## config.mk

```make
export PLATFORM = sky130hd
export DESIGN_NAME = sdp_bram_reader
export DESIGN_NICKNAME = d
export VERILOG_FILES = /design/src/rtl/sdp_bram_reader.sv
export SDC_FILE = /design/constraint.sdc
export NUM_CORES = 1
export LEC_CHECK = 0
export CAP_MARGIN = 30
export CORE_UTILIZATION = 56
export CTS_BUF_LIST = sky130_fd_sc_hd__clkbuf_4 sky130_fd_sc_hd__clkbuf_8
export DETAILED_ROUTE_END_ITERATION = 8
export MAX_ROUTING_LAYER = met4
export PLACE_DENSITY = 0.95
export SYNTH_ARGS = -nofsm -noshare
export SYNTH_HDL_FRONTEND = slang
export SYNTH_SLANG_ARGS = --single-unit
```

## constraint.sdc

```tcl
create_clock -name clk -period 18.3 [get_ports clk]
set_input_delay 4.575 -clock clk [delete_from_list [all_inputs] [get_ports clk]]
set_output_delay 4.575 -clock clk [all_outputs]
set_load 0.02 [all_outputs]
```

## src/rtl/sdp_bram_reader.sv

```systemverilog
// Read-side engine for a simple-dual-port BRAM: walks a contiguous address range
// and turns the one-cycle-latency read port into a valid/ready stream with a last flag.
module sdp_bram_reader #(
   parameter int DATA_W = 75,
   parameter int ADDR_W = 10
) (
   input  logic              clk,
   input  logic              rst,
   input  logic              start,
   input  logic [ADDR_W-1:0] base_addr,
   input  logic [ADDR_W:0]   len,
   output logic              busy,
   output logic              done,
   output logic [ADDR_W-1:0] bram_addr,
   input  logic [DATA_W-1:0] bram_dout,
   output logic [DATA_W-1:0] m_data,
   output logic              m_valid,
   input  logic              m_ready,
   output logic              m_last
);

   typedef enum logic [1:0] {IDLE, RUN, DONE} state_t;

   state_t            state, state_nxt;
   logic [ADDR_W-1:0] rd_ptr;
   logic [ADDR_W:0]   issue_rem, out_rem;
   logic              pending;
   logic [1:0]        fifo_count;
   logic [DATA_W-1:0] fifo_tail;
   logic              pop, issue, load;
   logic [2:0]        occupancy;

   assign pop       = m_valid & m_ready;
   assign occupancy = {1'b0, fifo_count} + {2'b00, pending} - {2'b00, pop};

   assign busy      = (state != IDLE);
   assign done      = (state == DONE);
   assign bram_addr = rd_ptr;
   assign m_valid   = (fifo_count != 2'd0);
   assign m_last    = m_valid && (out_rem == {{ADDR_W{1'b0}}, 1'b1});

   always_comb begin
      state_nxt = state;
      issue     = 1'b0;
      load      = 1'b0;
      case (state)
         IDLE: begin
            if (start) begin
               if (len != '0) begin
                  load      = 1'b1;
                  state_nxt = RUN;
               end else begin
                  state_nxt = DONE;
               end
            end
         end
         RUN: begin
            // Only issue when the word landing next cycle is guaranteed a FIFO slot.
            issue = (issue_rem != '0) && (occupancy < 3'd2);
            if (pop && (out_rem == {{ADDR_W{1'b0}}, 1'b1}))
               state_nxt = DONE;
         end
         DONE:    state_nxt = IDLE;
         default: state_nxt = IDLE;
      endcase
   end

   always_ff @(posedge clk or posedge rst) begin
      if (rst) begin
         state     <= IDLE;
         rd_ptr    <= '0;
         issue_rem <= '0;
         out_rem   <= '0;
         pending   <= 1'b0;
      end else begin
         state   <= state_nxt;
         pending <= issue;
         if (load) begin
            rd_ptr    <= base_addr;
            issue_rem <= len;
            out_rem   <= len;
         end else begin
            if (issue) begin
               rd_ptr    <= rd_ptr + 1'b1;
               issue_rem <= issue_rem - 1'b1;
            end
            if (pop)
               out_rem <= out_rem - 1'b1;
         end
      end
   end

   // Two-entry FIFO whose head register is m_data itself.
   always_ff @(posedge clk or posedge rst) begin
      if (rst) begin
         m_data     <= '0;
         fifo_tail  <= '0;
         fifo_count <= 2'd0;
      end else begin
         case ({pending, pop})
            2'b10: begin
               if (fifo_count == 2'd0)
                  m_data <= bram_dout;
               else
                  fifo_tail <= bram_dout;
               fifo_count <= fifo_count + 2'd1;
            end
            2'b01: begin
               m_data     <= fifo_tail;
               fifo_count <= fifo_count - 2'd1;
            end
            2'b11: begin
               if (fifo_count == 2'd1) begin
                  m_data <= bram_dout;
               end else begin
                  m_data    <= fifo_tail;
                  fifo_tail <= bram_dout;
               end
            end
            default: ;
         endcase
      end
   end

endmodule

```

Word level (Yosys, flattened, before mapping)
Index checks and enable logic that the tools add are counted.
{"block": "classes", "reduce_logical": 17, "addsub": 7, "bitwise_logic": 1, "mux": 21, "eq_ne": 12, "order_cmp": 1}
{"operator": "two-way mux 75 bit", "n": 4}
{"operator": "one-hot mux 75 bit (3 select lines)", "n": 1}
{"operator": "one-hot mux 75 bit (2 select lines)", "n": 1}
{"operator": "two-way mux 11 bit", "n": 4}
{"operator": "nonzero test 11 bit", "n": 2}
{"operator": "subtractor 11 x 1 -> 11 bit, second input constant", "n": 2}
{"operator": "two-way mux 10 bit", "n": 2}
{"operator": "nonzero test 2 bit", "n": 6}
{"operator": "== test 11 x 1 -> 1 bit, second input constant", "n": 1}
{"operator": "adder 10 x 1 -> 10 bit, second input constant", "n": 1}
{"operator": "!= test 2 bit, second input constant", "n": 5}
{"operator": "one-hot mux 2 bit (2 select lines)", "n": 2}
{"operator": "== test 2 x 1 -> 1 bit, second input constant", "n": 3}
{"operator": "== test 2 bit, second input constant", "n": 3}
{"operator": "two-way mux 2 bit", "n": 3}
{"operator": "zero test 2 bit", "n": 2}
{"operator": "two-way mux 1 bit", "n": 4}
{"operator": "AND reduction 2 bit", "n": 2}
{"operator": "adder 2 x 1 -> 3 bit", "n": 1}
{"operator": "logical AND 1 bit", "n": 3}
{"operator": "less-than comparator 3 x 2 -> 1 bit, second input constant", "n": 1}
{"operator": "AND reduction 3 bit", "n": 1}
{"operator": "nonzero test 3 bit", "n": 1}
{"operator": "subtractor 3 x 1 -> 3 bit", "n": 1}
{"operator": "other kinds (3)", "n": 3}
{"block": "word_totals", "register_bits": 187, "output_inout_bits": 89, "input_bits": 100, "wordCells": 67}

Logic depth before layout (Yosys ltp)
Gate-level depths: netlist of the first run.
{"block": "logic_depth", "depth_word": 8, "ltp_mapped": 14, "ltp_nobuf": 14}

Worst setup path after synthesis of the first run
OpenSTA, ideal clock, no wires.
{"block": "synth_timing", "path_type": "in2reg", "startpoint": "in m_ready", "endpoint": "reg issue_rem[5]", "required_ps": 18176, "path_stages": 9, "setup_slack_ps": 11574, "arrival_ps": 6602, "setup_ps": 124, "path_buffers": 0, "path_cell_list": "nand2_1 > nor2_1 > o21ai_0 > fa_1 > xor2_1 > nor3b_4 > nand2_4 > o311a_1 > a211o_1"}
{"block": "synth_between", "elab_chain_cells": 6}
{"item": "from (decl)", "line": "18", "text": "input logic m_ready,"}
{"item": "bitwise AND 1 bit", "line": "33", "text": "assign pop = m_valid & m_ready;"}
{"item": "subtractor 3 x 1 -> 3 bit", "line": "34", "text": "assign occupancy = {1'b0, fifo_count} + {2'b00, pending} - {2'b00, pop};"}
{"item": "less-than comparator 3 x 2 -> 1 bit", "line": "59", "text": "issue = (issue_rem != '0) && (occupancy < 3'd2);"}
{"item": "logical AND 1 bit", "line": "59"}
{"item": "two-way mux 1 bit", "line": "46", "text": "case (state)"}
{"item": "nonzero test 2 bit (no source line)"}
{"item": "to (signal assigned)", "line": "80", "text": "issue_rem <= len;"}
{"item": "to (signal assigned)", "line": "85", "text": "issue_rem <= issue_rem - 1'b1;"}
{"item": "to (decl)", "line": "26", "text": "logic [ADDR_W:0] issue_rem, out_rem;"}
Every way passes these cells.
A chain may end at the register's enable or synchronous reset.

Worst setup path after layout of the first run
Same ends and word-level chain as after synthesis.

==> impl_metrics.ini, run 1 <==
[worst_hold_path]
min_path_type = reg -> reg
number_of_cells_on_the_worst_hold_path = 1

[logic_synthesis]
synth_cell_type_count = 46
synth_largest_type_area_fraction_pct = 56.9
post_synth_main_area_contributors = dfrtp_1 (57%), mux2_2 (10%), a22oi_1 (6.9%)
syn_area_per_cell_um2 = 11.2
ys_dominant_reg_cell = dfrtp_1
post-synth-top-area-cell = dfrtp_1
synth_seq_area_share_pct = 56.9
yosys_warnings = 0
postSynthRegisterBits = 187
syn_inst = 735
cell_area_after_synthesis_mm2 = 0.00823
syn-num-nets = 845
postSynth.asyncResetShare_pct = 100
synth_enable_flop_cells = 0

[worst_setup_path]
path_delay_family = simple AND/OR/NAND/NOR gates
critPathCaptureType = register
cp_num_buf_inv = 1
critical-path-slowest-cell = clkdlybuf4s50_1
rr_worst_depth = 13
worst_ep_arrival_time_ps = 7540
crit_required_ps = 18640
critical-path-max-stage-delay_ps = 520
crit_path_depth = 10
worst_path_cell_trace = clkdlybuf4s50_1 -> nand2_1 -> nor2_1 -> o21ai_0 -> fa_1 -> xor2_1 -> nor3b_4 -> nand2_4 -> o311a_1 -> a211o_1
critical_path_class = in -> reg
setup.worst_path.start_class = input port
crit_path_max_fanout = 19

[floorplanning]
placement_rows = 43
start_util_pct = 58.4
floorplan_die_area_mm2 = 0.0152
placeableCoreArea_mm2 = 0.0141
die_height_um = 123
die_w_um = 123
top_level_ports = 189

[sta]
slew_violations = 0
layout_worst_path_cycle_share_pct = 39.4
layout_setup_ws_ps = 11100
grt_setup_unrepaired = false
skew_ps = 15.1
timing.setup.tns_ps = 0
setup_violations = 0
relSlewSlack_pct = 39.9
achievable-frequency_ghz = 0.139
post-route-min-period_ps = 7200
hold_viol_final = 0
max_slew.worst_pin.slew_ps = 901

[drt]
route.detailed.vias_per_inst = 5.87
first_drt_iteration_drcs = 554
dr_total_vias = 6433
drc_errors = 0
firstDrtPassIters = 5
antenna_violating_nets_post_route = 0
drt_wl_total_um = 20300
avgRoutedWirePerCell_um = 18.5

[power]
irDropWorstVdd_v = 0.000129
leakagePower_nw = 4.42
power-per-cell-area_mw_per_mm2 = 189

[clock_network]
numClockSinks = 187
postCtsSetupBuffers = 0
ctsHoldBuffers = 0
clk_latency_ps = 460
cts-htree-levels = 4
ctsLongestPathBuffers = 2
clk_pin_slew_ps = 90
cts_inserted_buffers = 17
cts.root.buffer_cell = clkbuf_8
cts_tree = yes
post_cts_resized = 0

[grt]
grt_first_pass_wirelength_um = 31900
antenna_found_initial = 0
grt_start_max_net_pins = 105
via_count_of_the_first_global_routing_pass = 6308
grtUsageTotal_pct = 28.6
grt-ovfl-total = 0

[final_layout]
layout.cells.most_common_list = clkdlybuf4s50_1 (188), dfrtp_1 (187), nand2_1 (103), a22oi_1 (76), mux2_2 (76)
share_of_layout_cells_above_drive_strength_1_pct = 14.1
fin_nets = 1013
flow.area_growth_from_synthesis_pct = 29.8
most_common_cell_after_layout_fill_and_taps_aside = clkdlybuf4s50_1
final_cell_area_mm2 = 0.0107
diodes = 0

[placement]
post-dp-hpwl_um = 13600
pre_cts_ws_ps = 10670
placed_area_mm2 = 0.0102
gp_congestion = 0.877
port_buffers = 188

[job]
max_cap_violations = 0

[run_status]
outcome = completed
[final timing paths]
check / slack [ps] / end / startpoint
min in group asynchronous: 4710 / fifo_tail[30] / rst
max reg2reg: 14700 / issue_rem[5] / fifo_count[1]
max in group asynchronous: 12310 / out_rem[8] / rst
min reg2reg: 480 / state[1] / state[1]
max: 11100 / issue_rem[5] / m_ready
min: 480 / state[1] / state[1]
[power breakdown]
group          internal (mW)  leakage (nW)  switching, mW
Sequential             0.620          2.27          0.134
Clock                  0.151         0.217          0.142
Combinational          0.444          1.93          0.531
[registers in the layout, indices dropped and copies added, names as in the netlist]
name / cells
bram_addr: 10
fifo_count: 2
fifo_tail: 75
issue_rem: 11
m_data: 75
out_rem: 11
pending: 1
state: 2
[cell usage after synthesis (all sizes together) (2+ instances only)]
cell type	count
nand3	12
or3	8
or2	2
nor2b	2
a31oi	3
a221o	2
and3	2
xor2	12
o311ai	2
a21oi	10
xnor2	6
clkbuf	18
nand2	104
ha	9
or4	2
and2	2
nor3	9
inv	16
buf	29
nor2	16
nor4	6
a211o	2
nor3b	3
o21ai	97
dfrtp	187
a22oi	76
mux2	76
o211ai	7
nand4	7
[cell families (layout without fill, tap and decap cells)]
logic type | count (synthesis) | after routing | synth area share, %
flip-flops | 187 | 187 | 56.9
XOR/XNOR | 18 | 18 | 1.92
AND/OR/NAND/NOR | 179 | 179 | 10.4
adder cells (fa/ha/maj) | 10 | 10 | 1.61
AO/OA/AOI/OAI | 202 | 202 | 15.6
multiplexers | 76 | 76 | 10.4
buffers and inverters | 63 | 244 | 3.19
[layout make-up]
cell class	count	area, um^2
Sequential cell	187	4680
Tap cell	180	225
Clock buffer	23	298
Clock inverter	9	136
Inverter	16	65.1
Timing Repair Buffer	196	1960
Multi-Input combinational cell	485	3310
Fill cell	912	3420
[metal layers]
layer	vias up	GRT usage, %	routed length, um
met5	-	-	0
met2	246	45.4	9830
met1	3174	36.9	8690
met3	38	5.77	1170
li1	2975	-	-
met4	0	9.94	565
[stage by stage]
step / power (mW) / utilization (%) / cells / hold slack, ps
2_1_floorplan: 1.38 / - / 735 / 422
3_3_place_gp: 1.68 / 72.5 / 1063 / 445
3_5_place_dp: 1.73 / 72.7 / 1064 / 461
4_1_cts: 2.03 / 75.7 / 1096 / 473
5_1_grt: 2.16 / 75.7 / 1096 / 506
6_report: 2.02 / 75.7 / 1096 / 477
Power figures use the tool's default switching activity.
==> run 2, diff against run 1 <==
--- a/config.mk
+++ b/config.mk
@@ -6,11 +6,11 @@
 export NUM_CORES = 1
 export LEC_CHECK = 0
 export CAP_MARGIN = 30
-export CORE_UTILIZATION = 56
+export CORE_UTILIZATION = 52
 export CTS_BUF_LIST = sky130_fd_sc_hd__clkbuf_4 sky130_fd_sc_hd__clkbuf_8
 export DETAILED_ROUTE_END_ITERATION = 8
 export MAX_ROUTING_LAYER = met4
-export PLACE_DENSITY = 0.95
+export PLACE_DENSITY = 0.9
 export SYNTH_ARGS = -nofsm -noshare
 export SYNTH_HDL_FRONTEND = slang
 export SYNTH_SLANG_ARGS = --single-unit
==> constraint.sdc (replaced) <==
create_clock -name clk -period 7.06 [get_ports clk]
set_input_delay 1.765 -clock clk [delete_from_list [all_inputs] [get_ports clk]]
set_output_delay 1.765 -clock clk [all_outputs]
set_load 0.02 [all_outputs]
==> impl_metrics.ini, run 2 (synthesis results as in run 1) <==
[sta]
skew_ps = 11.1
post-route-min-period_ps = 4310
achievable-frequency_ghz = 0.232
timing.setup.tns_ps = 0
slew_violations = 0
relSlewSlack_pct = 34.2
grt_setup_unrepaired = false
worst_hold_slack_ps = 473
layout_worst_path_cycle_share_pct = 61.1
max_slew.worst_pin.slew_ps = 985
hold_viol_final = 0
layout_setup_ws_ps = 2750
setup_violations = 0

[floorplanning]
start_util_pct = 53.7
placeableCoreArea_mm2 = 0.0153
top_level_ports = 189
floorplan_die_area_mm2 = 0.0163
die_w_um = 128
die_height_um = 128
placement_rows = 45

[grt]
grt_start_max_net_pins = 92
grt_first_pass_wirelength_um = 31300
grtUsageTotal_pct = 25.5
grt-ovfl-total = 0
via_count_of_the_first_global_routing_pass = 6227
antenna_found_initial = 0

[worst_setup_path]
critical-path-max-stage-delay_ps = 520
rr_worst_depth = 13
crit_path_max_fanout = 19
cp_num_buf_inv = 1
r2r_end = issue_rem[5]
critPathCaptureType = register
crit_required_ps = 7420
path_delay_family = simple AND/OR/NAND/NOR gates
worst_r2r_startpoint = fifo_count[1]
worst_path_cell_trace = clkdlybuf4s50_1 -> nand2_1 -> nor2_1 -> o21ai_0 -> fa_1 -> xor2_1 -> nor3b_4 -> nand2_4 -> o311a_1 -> a211o_1
setup.worst_path.start_class = input port
critical_path_class = in -> reg
critical-path-slowest-cell = clkdlybuf4s50_1
worst_ep_arrival_time_ps = 4670
reg2reg_setup_slack_ps = 3530

[placement]
pre_cts_ws_ps = 2270
placedCellCount = 1096
gp_congestion = 0.875
port_buffers = 188
post-dp-hpwl_um = 13400
placed_area_mm2 = 0.0103

[clock_network]
cts_inserted_buffers = 17
cts.root.buffer_cell = clkbuf_8
post_cts_resized = 0
ctsHoldBuffers = 0
numClockSinks = 187
postCtsSetupBuffers = 0
cts-htree-levels = 4
clk_latency_ps = 470
clk_pin_slew_ps = 100
cts_tree = yes
ctsLongestPathBuffers = 2

[power]
irDropWorstVdd_v = 0.000222
p_total_mw = 5.23
leakagePower_nw = 4.43
power-per-cell-area_mw_per_mm2 = 487

[final_layout]
n_fill_cell = 1122
biggestRegsByFlops = fifo_tail: 75 flops, m_data: 75 flops
share_of_layout_cells_above_drive_strength_1_pct = 14.2
final_cell_area_mm2 = 0.0107
fin_nets = 1014
final_util_pct = 70.1
post_layout_nonfiller_instances = 1129
most_common_cell_after_layout_fill_and_taps_aside = clkdlybuf4s50_1
flow.area_growth_from_synthesis_pct = 30.4
layout.cells.most_common_list = clkdlybuf4s50_1 (188), dfrtp_1 (187), nand2_1 (103), a22oi_1 (76), mux2_2 (76)

[drt]
first_drt_iteration_drcs = 491
route.detailed.vias_per_inst = 5.66
avgRoutedWirePerCell_um = 17.2
firstDrtPassIters = 7
drc_errors = 0
dr_total_vias = 6392
antenna_violating_nets_post_route = 0
drt_wl_total_um = 19400

[worst_hold_path]
hp-start = state[1]
hold_path_end = state[1]
min_path_type = reg -> reg
number_of_cells_on_the_worst_hold_path = 1

[run_status]
outcome = completed

[job]
max_cap_violations = 0
[run 2: worst max-delay path by stage]
stage                   endpoint  slack (ps)    start  cells after the start
global route        issue_rem[5]        2560  m_ready                     10
detailed placement  issue_rem[5]        2270  m_ready                     10
finish              issue_rem[5]        2750  m_ready                     10
floorplan           bram_addr[0]         210      rst                      1
global placement    issue_rem[5]        2370  m_ready                     10
CTS                 issue_rem[5]        2780  m_ready                     10
[run 2: per-layer routing]
metal	track usage (%)	vias to the layer above	part of all wire [%]
met3	3.67	48	5.3
li1	-	2980	-
met5	-	-	0
met1	32.5	3126	42
met4	12.3	0	3.2
met2	40.3	238	49
[run 2: final cells by class]
type	instances	area, um^2	share of cell area [%]
diodes	1	2.50	0.0233
clock buffers	21	283	2.64
clock inverters	11	156	1.46
inverters	16	65.1	0.606
multi-input cells	485	3310	30.9
flip-flops and latches	187	4680	43.6
well taps	211	264	2.46
repair buffers	197	1970	18.4
[run 2: report_power, final]
group,internal [mW],switching [mW],total (mW)
Combinational,1.16,1.35,2.51
Clock,0.388,0.384,0.773
Sequential,1.61,0.336,1.94
Total,3.16,2.07,5.23
[run 2: worst register-to-register path: stages (launching register included)]
cell and delay [ps]:
dfrtp_1 460, inv_1 110, ha_1 350, inv_1 140
nand2_1 150, inv_2 100, nor2_1 100, o21ai_0 100
fa_1 390, xor2_1 170, nor3b_4 460, nand2_4 240
o311a_1 390, a211o_1 260
==> run 3, diff against run 2 <==
--- a/config.mk
+++ b/config.mk
@@ -6,11 +6,11 @@
 export NUM_CORES = 1
 export LEC_CHECK = 0
 export CAP_MARGIN = 30
-export CORE_UTILIZATION = 52
+export CORE_UTILIZATION = 47
 export CTS_BUF_LIST = sky130_fd_sc_hd__clkbuf_4 sky130_fd_sc_hd__clkbuf_8
 export DETAILED_ROUTE_END_ITERATION = 8
 export MAX_ROUTING_LAYER = met4
-export PLACE_DENSITY = 0.9
+export PLACE_DENSITY = 0.87
 export SYNTH_ARGS = -nofsm -noshare
 export SYNTH_HDL_FRONTEND = slang
 export SYNTH_SLANG_ARGS = --single-unit
==> constraint.sdc (replaced) <==
create_clock -name clk -period 3.7 [get_ports clk]
set_input_delay 0.925 -clock clk [delete_from_list [all_inputs] [get_ports clk]]
set_output_delay 0.925 -clock clk [all_outputs]
set_load 0.02 [all_outputs]
==> impl_metrics.ini, run 3 (synthesis results as in run 1) <==
[final_layout]
layout.cells.most_common_list = clkdlybuf4s50_1 (188), dfrtp_1 (187), nand2_1 (103), a22oi_1 (76), mux2_2 (76)
share_of_layout_cells_above_drive_strength_1_pct = 15.3
diodes = 0
final_cell_area_mm2 = 0.0108
n_fill_cell = 1353
most_common_cell_after_layout_fill_and_taps_aside = clkdlybuf4s50_1
flow.area_growth_from_synthesis_pct = 31.3
post_layout_nonfiller_instances = 1154
fin_nets = 1026
biggestRegsByFlops = fifo_tail: 75 flops, m_data: 75 flops

[clock_network]
clk_pin_slew_ps = 80
numClockSinks = 187
ctsHoldBuffers = 0
postCtsSetupBuffers = 0
clk_latency_ps = 460
ctsLongestPathBuffers = 2
cts_inserted_buffers = 17
cts.root.buffer_cell = clkbuf_8
post_cts_resized = 0
cts-htree-levels = 4
cts_tree = yes

[worst_setup_path]
crit_required_ps = 2770
worst_ep_arrival_time_ps = 2330
critPathCaptureType = output pin
setup.worst_path.start_class = register
critPathLaunch = out_rem[7]
worst_r2r_startpoint = fifo_count[1]
crit_path_max_fanout = 4
rr_worst_depth = 13
critical_path_class = reg -> out

[worst_hold_path]
hp-start = state[1]
number_of_cells_on_the_worst_hold_path = 1
min_path_type = reg -> reg

[floorplanning]
start_util_pct = 47.9
top_level_ports = 189
placement_rows = 48
die_height_um = 134
die_w_um = 134
placeableCoreArea_mm2 = 0.0172
floorplan_die_area_mm2 = 0.0180

[drt]
first_drt_iteration_drcs = 412
dr_total_vias = 6406
avgRoutedWirePerCell_um = 16.8
drc_errors = 0
antenna_violating_nets_post_route = 0
route.detailed.vias_per_inst = 5.55
drt_wl_total_um = 19300
firstDrtPassIters = 5

[sta]
setup_violations = 0
layout_worst_path_cycle_share_pct = 88.1
relSlewSlack_pct = 43.4
slew_violations = 0
post-route-min-period_ps = 3260
grt_setup_unrepaired = false
achievable-frequency_ghz = 0.307
skew_ps = 23.9
timing.setup.tns_ps = 0
hold_viol_final = 0
max_slew.worst_pin.slew_ps = 849

[grt]
grt-ovfl-total = 0
grtUsageTotal_pct = 23.1
grt_start_max_net_pins = 146
antenna_found_initial = 0
grt_first_pass_wirelength_um = 31900
via_count_of_the_first_global_routing_pass = 6260

[placement]
gp_congestion = 0.856
post-dp-hpwl_um = 13300
port_buffers = 188
placedCellCount = 1122
placed_area_mm2 = 0.0104

[job]
max_cap_violations = 0

[power]
irDropWorstVdd_v = 0.000802
leakagePower_nw = 4.47
power-per-cell-area_mw_per_mm2 = 924

[run_status]
outcome = completed
-- run 3: cell types whose count changed in the layout (fill, tap and decap cells not counted), sizes merged --
cell and delta:
diode -1, bufinv -2, clkbuf -4, inv +4, clkinv +2, buf +12
-- run 3: layer usage --
metal	share of wire, %	GRT usage (%)	routed length (um)	up-vias
met5	0	-	0	-
met4	2.0	8.61	383	0
met3	5.2	3.89	1000	31
met2	50	36.9	9670	219
met1	43	29.4	8280	3143
li1	-	-	-	3013
-- run 3: worst paths after layout --
path | endpoint | slack, ps
max reg2reg | issue_rem[7] | 560
min reg2reg | state[1] | 470
min | state[1] | 470
max | m_last | 440
min in group asynchronous | fifo_tail[0] | 980
max in group asynchronous | out_rem[9] | 2020
-- run 3: per-stage QoR --
step / setup slack, ps / utilization, % / hold WS [ps] / total power, mW
final: 441 / 62.9 / 469 / 9.98
after global routing: 300 / 62.9 / 497 / 10.7
after CTS: 401 / 62.9 / 464 / 10.0
after detailed placement: 89.5 / 60.5 / 450 / 8.67
after global placement: 150 / 60.5 / 449 / 8.44
after floorplan: 369 / - / 422 / 6.81
-- run 3: where the power goes --
group          switching (mW)  leakage [nW]  internal, mW  total, mW
clock                   0.798         0.204         0.570       1.37
combinational            2.60          1.99          2.32       4.91
sequential              0.641          2.27          3.06       3.70
-- run 3: area by class of cell --
| cell class | count | area (um^2) | share of cell area (%) |
|---|---|---|---|
| Clock inverter | 15 | 170 | 1.57 |
| Sequential cell | 187 | 4680 | 43.3 |
| Inverter | 16 | 63.8 | 0.591 |
| Clock buffer | 17 | 234 | 2.17 |
| Multi-Input combinational cell | 485 | 3310 | 30.6 |
| Timing Repair Buffer | 209 | 2060 | 19.1 |
| Tap cell | 225 | 282 | 2.61 |
-- run 3: worst max-delay path: stages (launching register included) --
cell and delay (ps):
dfrtp_1 430, nor4_1 370, nand4b_1 220, nor3_1 220
clkdlybuf4s50_1 650
